<file path="config.mk">
export PLATFORM = sky130hd
export DESIGN_NAME = captura_entradas
export DESIGN_NICKNAME = d
export VERILOG_FILES = /design/src/rtl/captura_pkg.sv /design/src/rtl/debounce_botao.sv /design/src/rtl/captura_entradas.sv
export SDC_FILE = /design/constraint.sdc
export NUM_CORES = 1
export LEC_CHECK = 0
export ABC_CLOCK_PERIOD_IN_PS = 3600
export BUFFER_PORTS_ARGS = -buffer_cell sky130_fd_sc_hd__buf_2
export CORE_UTILIZATION = 45
export CTS_BUF_LIST = sky130_fd_sc_hd__clkbuf_16
export CTS_CLUSTER_SIZE = 12
export DETAILED_ROUTE_END_ITERATION = 7
export PLACE_DENSITY = 0.68
export SETUP_SLACK_MARGIN = 0.4
export SLEW_MARGIN = 20
export SYNTH_ARGS = -nofsm -noshare
export SYNTH_HDL_FRONTEND = slang
export SYNTH_SLANG_ARGS = --single-unit
</file>
<file path="constraint.sdc">
create_clock -name CLK -period 3.6 [get_ports CLK]
set_clock_uncertainty 0.05 [all_clocks]
set_input_delay 0.54 -clock CLK [delete_from_list [all_inputs] [get_ports CLK]]
set_output_delay 0.54 -clock CLK [all_outputs]
set_load 0.01 [all_outputs]
</file>
<file path="src/rtl/captura_pkg.sv">
// Constants shared by the input-capture stage: per-user FSM states and the
// neutral values presented to the access-control core.
package captura_pkg;

    localparam logic [1:0] IDLE     = 2'd0;
    localparam logic [1:0] ACTIVE   = 2'd1;
    localparam logic [1:0] WAIT_REL = 2'd2;

    localparam logic [3:0] HH_NEUTRAL = 4'b0000;
    localparam logic [1:0] B_NEUTRAL  = 2'b11;

endpackage

</file>
<file path="src/rtl/debounce_botao.sv">
// Two-flop synchroniser followed by a stability-count debouncer for one
// active-low push-button bit; the released level (1) is the reset value.
module debounce_botao #(
    parameter int DEB_CYCLES = 500000
) (
    input  logic clk,
    input  logic rst,
    input  logic key_raw,
    output logic key_deb
);

    localparam int CNT_W = (DEB_CYCLES > 1) ? $clog2(DEB_CYCLES) : 1;
    localparam logic [CNT_W-1:0] CNT_LAST = CNT_W'(DEB_CYCLES - 1);

    logic             key_meta;
    logic             key_sync;
    logic [CNT_W-1:0] cnt;

    always_ff @(posedge clk) begin
        if (rst) begin
            key_meta <= 1'b1;
            key_sync <= 1'b1;
            key_deb  <= 1'b1;
            cnt      <= '0;
        end else begin
            key_meta <= key_raw;
            key_sync <= key_meta;
            // Only an unbroken run of DEB_CYCLES disagreeing cycles moves the output.
            if (key_sync == key_deb) begin
                cnt <= '0;
            end else if (cnt == CNT_LAST) begin
                key_deb <= key_sync;
                cnt     <= '0;
            end else begin
                cnt <= cnt + CNT_W'(1);
            end
        end
    end

endmodule

</file>
<file path="src/rtl/captura_entradas.sv">
// Conditions both users' switches and buttons, captures (HH, B) on a press and
// presents it to the core for HOLD_CYCLES cycles before returning to neutral.
module captura_entradas
    import captura_pkg::*;
#(
    parameter int DEB_CYCLES  = 500000,
    parameter int HOLD_CYCLES = 250000000
) (
    input  logic       CLK,
    input  logic       RST,
    input  logic [3:0] SW0,
    input  logic [3:0] SW1,
    input  logic [1:0] KEY0,
    input  logic [1:0] KEY1,
    output logic [3:0] HH0,
    output logic [3:0] HH1,
    output logic [1:0] B0,
    output logic [1:0] B1,
    output logic       VALID0,
    output logic       VALID1
);

    localparam int HOLD_W = $clog2(HOLD_CYCLES + 1);
    localparam logic [HOLD_W-1:0] HOLD_LOAD = HOLD_W'(HOLD_CYCLES - 1);

    logic [1:0][1:0]        key_raw;
    logic [1:0][1:0]        key_deb;
    logic [1:0][1:0]        key_prev;
    logic [1:0]             press;
    logic [1:0][3:0]        sw_meta;
    logic [1:0][3:0]        sw_sync;
    logic [1:0][1:0]        state;
    logic [1:0][HOLD_W-1:0] hold;
    logic [1:0][3:0]        hh_q;
    logic [1:0][1:0]        b_q;
    logic [1:0]             valid_q;

    assign key_raw[0] = KEY0;
    assign key_raw[1] = KEY1;

    for (genvar u = 0; u < 2; u++) begin : g_user
        for (genvar b = 0; b < 2; b++) begin : g_bit
            debounce_botao #(
                .DEB_CYCLES(DEB_CYCLES)
            ) u_debounce (
                .clk    (CLK),
                .rst    (RST),
                .key_raw(key_raw[u][b]),
                .key_deb(key_deb[u][b])
            );
        end
    end

    // A press is the debounced pair leaving the fully-released pattern.
    always_comb begin
        press = '0;
        for (int u = 0; u < 2; u++) begin
            press[u] = (key_prev[u] == B_NEUTRAL) && (key_deb[u] != B_NEUTRAL);
        end
    end

    always_ff @(posedge CLK) begin
        if (RST) begin
            sw_meta  <= '0;
            sw_sync  <= '0;
            key_prev <= {2{B_NEUTRAL}};
            state    <= {2{IDLE}};
            hold     <= '0;
            hh_q     <= {2{HH_NEUTRAL}};
            b_q      <= {2{B_NEUTRAL}};
            valid_q  <= '0;
        end else begin
            sw_meta  <= {SW1, SW0};
            sw_sync  <= sw_meta;
            key_prev <= key_deb;
            for (int u = 0; u < 2; u++) begin
                case (state[u])
                    IDLE: begin
                        if (press[u]) begin
                            hh_q[u]    <= sw_sync[u];
                            b_q[u]     <= key_deb[u];
                            hold[u]    <= HOLD_LOAD;
                            valid_q[u] <= 1'b1;
                            state[u]   <= ACTIVE;
                        end
                    end
                    ACTIVE: begin
                        if (hold[u] == '0) begin
                            hh_q[u]    <= HH_NEUTRAL;
                            b_q[u]     <= B_NEUTRAL;
                            valid_q[u] <= 1'b0;
                            state[u]   <= WAIT_REL;
                        end else begin
                            hold[u] <= hold[u] - HOLD_W'(1);
                        end
                    end
                    WAIT_REL: begin
                        // Holding the key keeps us here, so it cannot retrigger.
                        if (key_deb[u] == B_NEUTRAL) begin
                            state[u] <= IDLE;
                        end
                    end
                    default: begin
                        hh_q[u]    <= HH_NEUTRAL;
                        b_q[u]     <= B_NEUTRAL;
                        valid_q[u] <= 1'b0;
                        hold[u]    <= '0;
                        state[u]   <= IDLE;
                    end
                endcase
            end
        end
    end

    assign HH0    = hh_q[0];
    assign HH1    = hh_q[1];
    assign B0     = b_q[0];
    assign B1     = b_q[1];
    assign VALID0 = valid_q[0];
    assign VALID1 = valid_q[1];

endmodule

</file>
* Yosys cells after proc, flatten, opt, wreduce, memory -nomap -nowiden
Index checks and enable logic that the tools add are counted.
** Operators by class
- Mux-type cells :: 32
- Reductions and logical operators :: 20
- Equality and inequality tests :: 26
- Bitwise logic cells :: 6
- $add $sub $neg :: 6
** Operators by type and width (number)
- $pmux W28 S3 :: 2
- $mux W28 :: 4
- $add A19 B1 Y19 const B :: 4
- $eq A19 B19 Y1 const B :: 4
- $logic_not A28 Y1 :: 2
- $sub A28 B1 Y28 const B :: 2
- $pmux W2 S3 :: 4
- $pmux W4 S3 :: 2
- $mux W2 :: 10
- $ne A2 B2 Y1 const B :: 10
- $reduce_and A3 Y1 :: 6
- $mux W4 :: 4
- $eq A2 B2 Y1 const B :: 6
- $reduce_or A3 Y1 :: 4
- $reduce_and A2 Y1 :: 4
- $not A1 Y1 :: 6
- $pmux W1 S3 :: 2
- $eq A1 B1 Y1 :: 4
- $eq A2 B1 Y1 const B :: 2
- $logic_not A2 Y1 :: 2
- $mux W1 :: 4
- $logic_and A1 B1 Y1 :: 2
** Word-level totals
- Register bits after elaboration :: 182
- Output and inout bits :: 14

* Depth between registers and ports, before layout
- Depth after elaboration :: 4
- Mapped depth :: 8

* By module
A second synthesis with hierarchy kept.
** Unflattened totals
- Cell total of the unflattened synthesis :: 993
- Area, all modules :: 8813.5 µm²
** By module, submodules not included
- captura_entradas :: sequential area each 1881.8 µm², area an instance 4620.7 µm², times used 1, cells an instance 551
- debounce_botao at g_user[0].g_bit[0].u_debounce ... :: sequential area each 440.4 µm², area an instance 1051.0 µm², times used 3, cells an instance 110
- debounce_botao at g_user[1].g_bit[1].u_debounce :: sequential area each 440.4 µm², area an instance 1039.7 µm², times used 1, cells an instance 112

* Least setup slack after synthesis
OpenSTA, ideal clock, no wires.
- Kind :: register -> register
- From :: register hold[4] (netlist name)
- To :: register hold[27] (netlist name)
- Buffers on the path :: 3
- Setup slack :: 1.086 ns
- Cell stages (with the launch flop) :: 9
- Data arrival time :: 2.406 ns
- Library setup time :: 0.059 ns
- Path through :: dfxtp_1 buf_6 or4_4 or3_1 buf_6 or4_4 a21oi_4 buf_6 a22o_1
** Between the ends
- Word-level cells in the longest chain between the ends :: 3
- Elaborated cells on any way between the ends :: 6
- Classes of those cells :: 1 x add/sub; 1 x eq/ne; 2 x mux; 2 x reduce/logical
** Ends and longest elaborated chain
- start, declared :: RTL line captura_entradas.sv:33 : logic [1:0][HOLD_W-1:0] hold;
- start signal, assigned by index :: RTL line captura_entradas.sv:94 : hold[u] <= hold[u] - HOLD_W'(1);
- $sub A28 B1 Y28 or $logic_not A28 Y1 (tied branches) :: RTL line captura_entradas.sv:94, captura_entradas.sv:88
- $mux W28 or $ne A2 B2 Y1 (tied branches)
- $pmux W28 S3 or $reduce_and A3 Y1 (tied branches)
Parallel ways exist; a longest one is shown, timed or not. The select of a mux whose other input is x is not followed.
A chain may end at the register's enable or synchronous reset.

* Final worst setup path
- From :: register hold[28] (netlist name)
- To :: register hold[44] (netlist name)
Same word-level chain as after synthesis.

==> results_dict.tcl <==
set metrics [dict create \
    status "completed" \
    finalSetupTns_ns 0 \
    crit_slowest_cell "or4b_2" \
    worstSetupStartpointType "register" \
    fp.dieW_um 138 \
    place.gp.congestion 0.879 \
    max_cap_viol_count 0 \
    sequential_cell_area_um2 3640 \
    finish.net_count 968 \
    drc 0 \
    tritoncts_num_sinks 182 \
    synthCells 926 \
    power_density_nw_per_um2 411 \
    floorplan.die.height_um 138 \
    grt_use_total 0.192 \
    wl_per_cell_um 14.8 \
    path_class "reg2reg" \
    portbufs 27 \
    worst_flop_to_flop_path_endpoint "hold[44]$_SDFFE_PP0P_" \
    yosys_warnings 0 \
    worstSkewPairLatency_ns 0.42 \
    ioPinCount 28 \
    net_count_synth 948 \
    crit_path_cell_trace "inv_1, ha_1, or4b_2, nand4bb_1, nor3_1, or4b_2, a21oi_1" \
    grt_max_degree 30 \
    critical-path-top-cell-by-count "or4b_2" \
    synthArstFlopShare 0 \
    worst_path_dominant_cell_family "simple AND/OR/NAND/NOR gates" \
    crit_required_ns 3.90 \
    cp_peak_stage_delay_ns 0.77 \
    cts_made_buffers 17 \
    ctsRootBufferMaster "clkbuf_16" \
    fraction_of_the_yosys_area_taken_by_sequential_cells 0.438 \
    rr_startpoint "hold[28]$_SDFFE_PP0P_" \
    multi_input_comb_area_um2 4390 \
    yosys.area.top_type_share 0.438 \
    ctsResizeCount 0 \
    initial_core_util 0.461 \
    final-hold-violation-count 0 \
    synth_area_leaders "dfxtp_1 (44%), nor2_1 (5.3%), xnor2_1 (5.1%)" \
    drive_gt1_frac 0.112 \
    arrival_time_of_data_at_the_critical_path_endpoint_ns 3.16 \
    cts_buffer_depth 2 \
    fin_crit_sh 0.796 \
    vias_in_the_first_global_route 6016 \
    wirelength_um 17600 \
    die_area_um2 19000 \
    cts_hold_buffers 0 \
    upper_clock_frequency_limit_mhz 349 \
    dr.pass1.iters 5 \
    antenna_left 0 \
    num_vias 6713 \
    insertedDiodeCount 0 \
    dr.first_iter.drc_count 577 \
    timing.critical_path.from "hold[28]$_SDFFE_PP0P_" \
    worst_r2r_path_depth 7 \
    synth_cell_type_count 66 \
    cp.buffers_inverters 1 \
    area_growth_pct 10.7 \
    power.leakage_nw 3.50 \
    detailedPlacementHpwl_um 12000 \
    fill_cell_total_of_the_finished_layout 1728 \
    worst_pin_slew_ns 0.897 \
    viasPerCell 5.66 \
    register_bit_total_from_synthesis 182 \
    placeableCoreArea_um2 18000 \
    grt_setup_unrepaired "no" \
    crit_cells 7 \
    synth-edff-count 0 \
    clock_period_minus_worst_slack_ns 2.87 \
    synth.largest_area_cell "dfxtp_1" \
    gr-total-overflow 0 \
    synth_area_um2 8310 \
    timing.reg2reg.setup_slack_ns 0.73 \
    vdd.ir_drop.worst_mv 0.390 \
    synth.avg_cell_area_um2 8.98 \
    endpoint_kind "register" \
    crit_path_end "hold[44]$_SDFFE_PP0P_" \
    postSynth.topFlopCell "dfxtp_1" \
    holdCritPathClass "in2reg" \
    finalSetupViolations 0 \
    antenna_found_initial 0 \
    post-route-util 0.511 \
    clkTransAtPathRegs_ns 0.07 \
    cts_htree_levels 4 \
    row_count 49 \
    grt_pass1_wl_um 29500 \
    post_cts_buffers 0 \
    relSlewSlack 0.400 \
    timing.critical_path.fanout_max 12 \
    cts_tree "done" \
    timing_max_transition_violations_final 0 \
]
[state kept, by name, indices dropped and copies added, names as in the netlist]
name / cells
B0: 2
key_prev: 4
state: 4
g_user.g_bit.u_debounce.key_meta: 4
g_user.g_bit.u_debounce.key_deb: 4
HH0: 4
B1: 2
hold: 56
HH1: 4
g_user.g_bit.u_debounce.cnt: 76
valid_q: 2
sw_meta: 8
g_user.g_bit.u_debounce.key_sync: 4
sw_sync: 8
[cell usage in the layout (no fill, tap or decap), drive strengths merged, types with 9 or more instances in the layout]
cell    count
nor2      117
nor4       25
o31ai      17
a21o       14
nand4      19
dfxtp     182
a211o      14
o21ai      24
or3        22
clkbuf     17
buf        45
nand3      38
or2        16
xor2       25
or4        31
a22o       12
inv        29
xnor2      48
a22oi       9
nand2b     10
nor3       22
nand2      46
a21oi      25
nor2b      22
[through the flow]
step / instance area (µm²) / hold slack (ns) / cells / power, mW / worst slack, ns
after floorplan: 8310 / 0.339 / 926 / 2.12 / 1.09
after global placement: 8680 / 0.347 / 1156 / 2.14 / 0.868
after detailed placement: 8680 / 0.348 / 1156 / 2.14 / 0.778
after CTS: 9200 / 0.235 / 1187 / 3.82 / 0.758
after global routing: 9200 / 0.231 / 1187 / 3.92 / 0.571
final: 9200 / 0.248 / 1187 / 3.78 / 0.734
[synth_stat cells (all sizes together) (8+ instances only)]
library cell,count
nand4,19
a21o,14
xor2,25
or4,31
xnor2,48
a211o,14
a22oi,9
o31ai,17
o41ai,8
nor4b,8
clkbuf,35
a221o,8
nor3,22
nand2,46
a21oi,25
nor2b,22
nor2,117
nand2b,10
inv,22
nand3,38
or2,16
o21ai,24
buf,9
nor4,25
or3,22
dfxtp,182
a22o,12
ha,8
[area by class of cell]
cell class,instances,share of cell area
clock inverter,14,0.0109
multi-input combinational,678,0.477
timing repair buffer,45,0.0294
tap,229,0.0311
clock buffer,17,0.0462
sequential,182,0.396
inverter,22,0.00897
[where the power goes]
part	internal [mW]	switching, mW
logic	0.0216	0.0362
registers	2.03	0.00509
clock network	0.887	0.806
[how the worst min path moves through the flow]
stage / from / endpoint / slack, ns / depth (start not counted)
floorplan: g_user[0].g_bit[0].u_debounce.key_meta$_SDFF_PP1_ / g_user[0].g_bit[0].u_debounce.key_sync$_SDFF_PP1_ / 0.34 / 1
global placement: g_user[0].g_bit[1].u_debounce.key_meta$_SDFF_PP1_ / g_user[0].g_bit[1].u_debounce.key_sync$_SDFF_PP1_ / 0.35 / 1
detailed placement: g_user[1].g_bit[1].u_debounce.key_meta$_SDFF_PP1_ / g_user[1].g_bit[1].u_debounce.key_sync$_SDFF_PP1_ / 0.35 / 1
CTS: KEY0[0] / g_user[0].g_bit[0].u_debounce.key_meta$_SDFF_PP1_ / 0.24 / 2
global route: KEY0[0] / g_user[0].g_bit[0].u_debounce.key_meta$_SDFF_PP1_ / 0.23 / 2
finish: KEY0[0] / g_user[0].g_bit[0].u_debounce.key_meta$_SDFF_PP1_ / 0.25 / 2
[layer usage]
metal | global-route usage | part of all wire | vias up
li1 | - | - | 3422
met1 | 0.268 | 0.50 | 3177
met2 | 0.301 | 0.46 | 103
met3 | 0.0420 | 0.033 | 11
met4 | 0.0477 | 0.0088 | 0
met5 | 0 | 0 | -
[worst reg2reg max path, cell delays in order (launching register included)]
cell,delay [ns]
dfxtp_1,0.35
inv_1,0.09
ha_1,0.23
or4b_2,0.77
nand4bb_1,0.28
nor3_1,0.25
or4b_2,0.62
a21oi_1,0.15
[logic make-up (layout without fill, tap and decap cells)]
family / after synthesis / count (layout) / synth area share
compound gates: 178 / 178 / 0.163
fa+ha+maj: 8 / 8 / 0.0120
flops: 182 / 182 / 0.438
buf+inv: 66 / 98 / 0.0333
mux: 5 / 5 / 0.00602
simple gates: 414 / 414 / 0.271
xor+xnor: 73 / 73 / 0.0769
(Power assumes the default switching activity.)
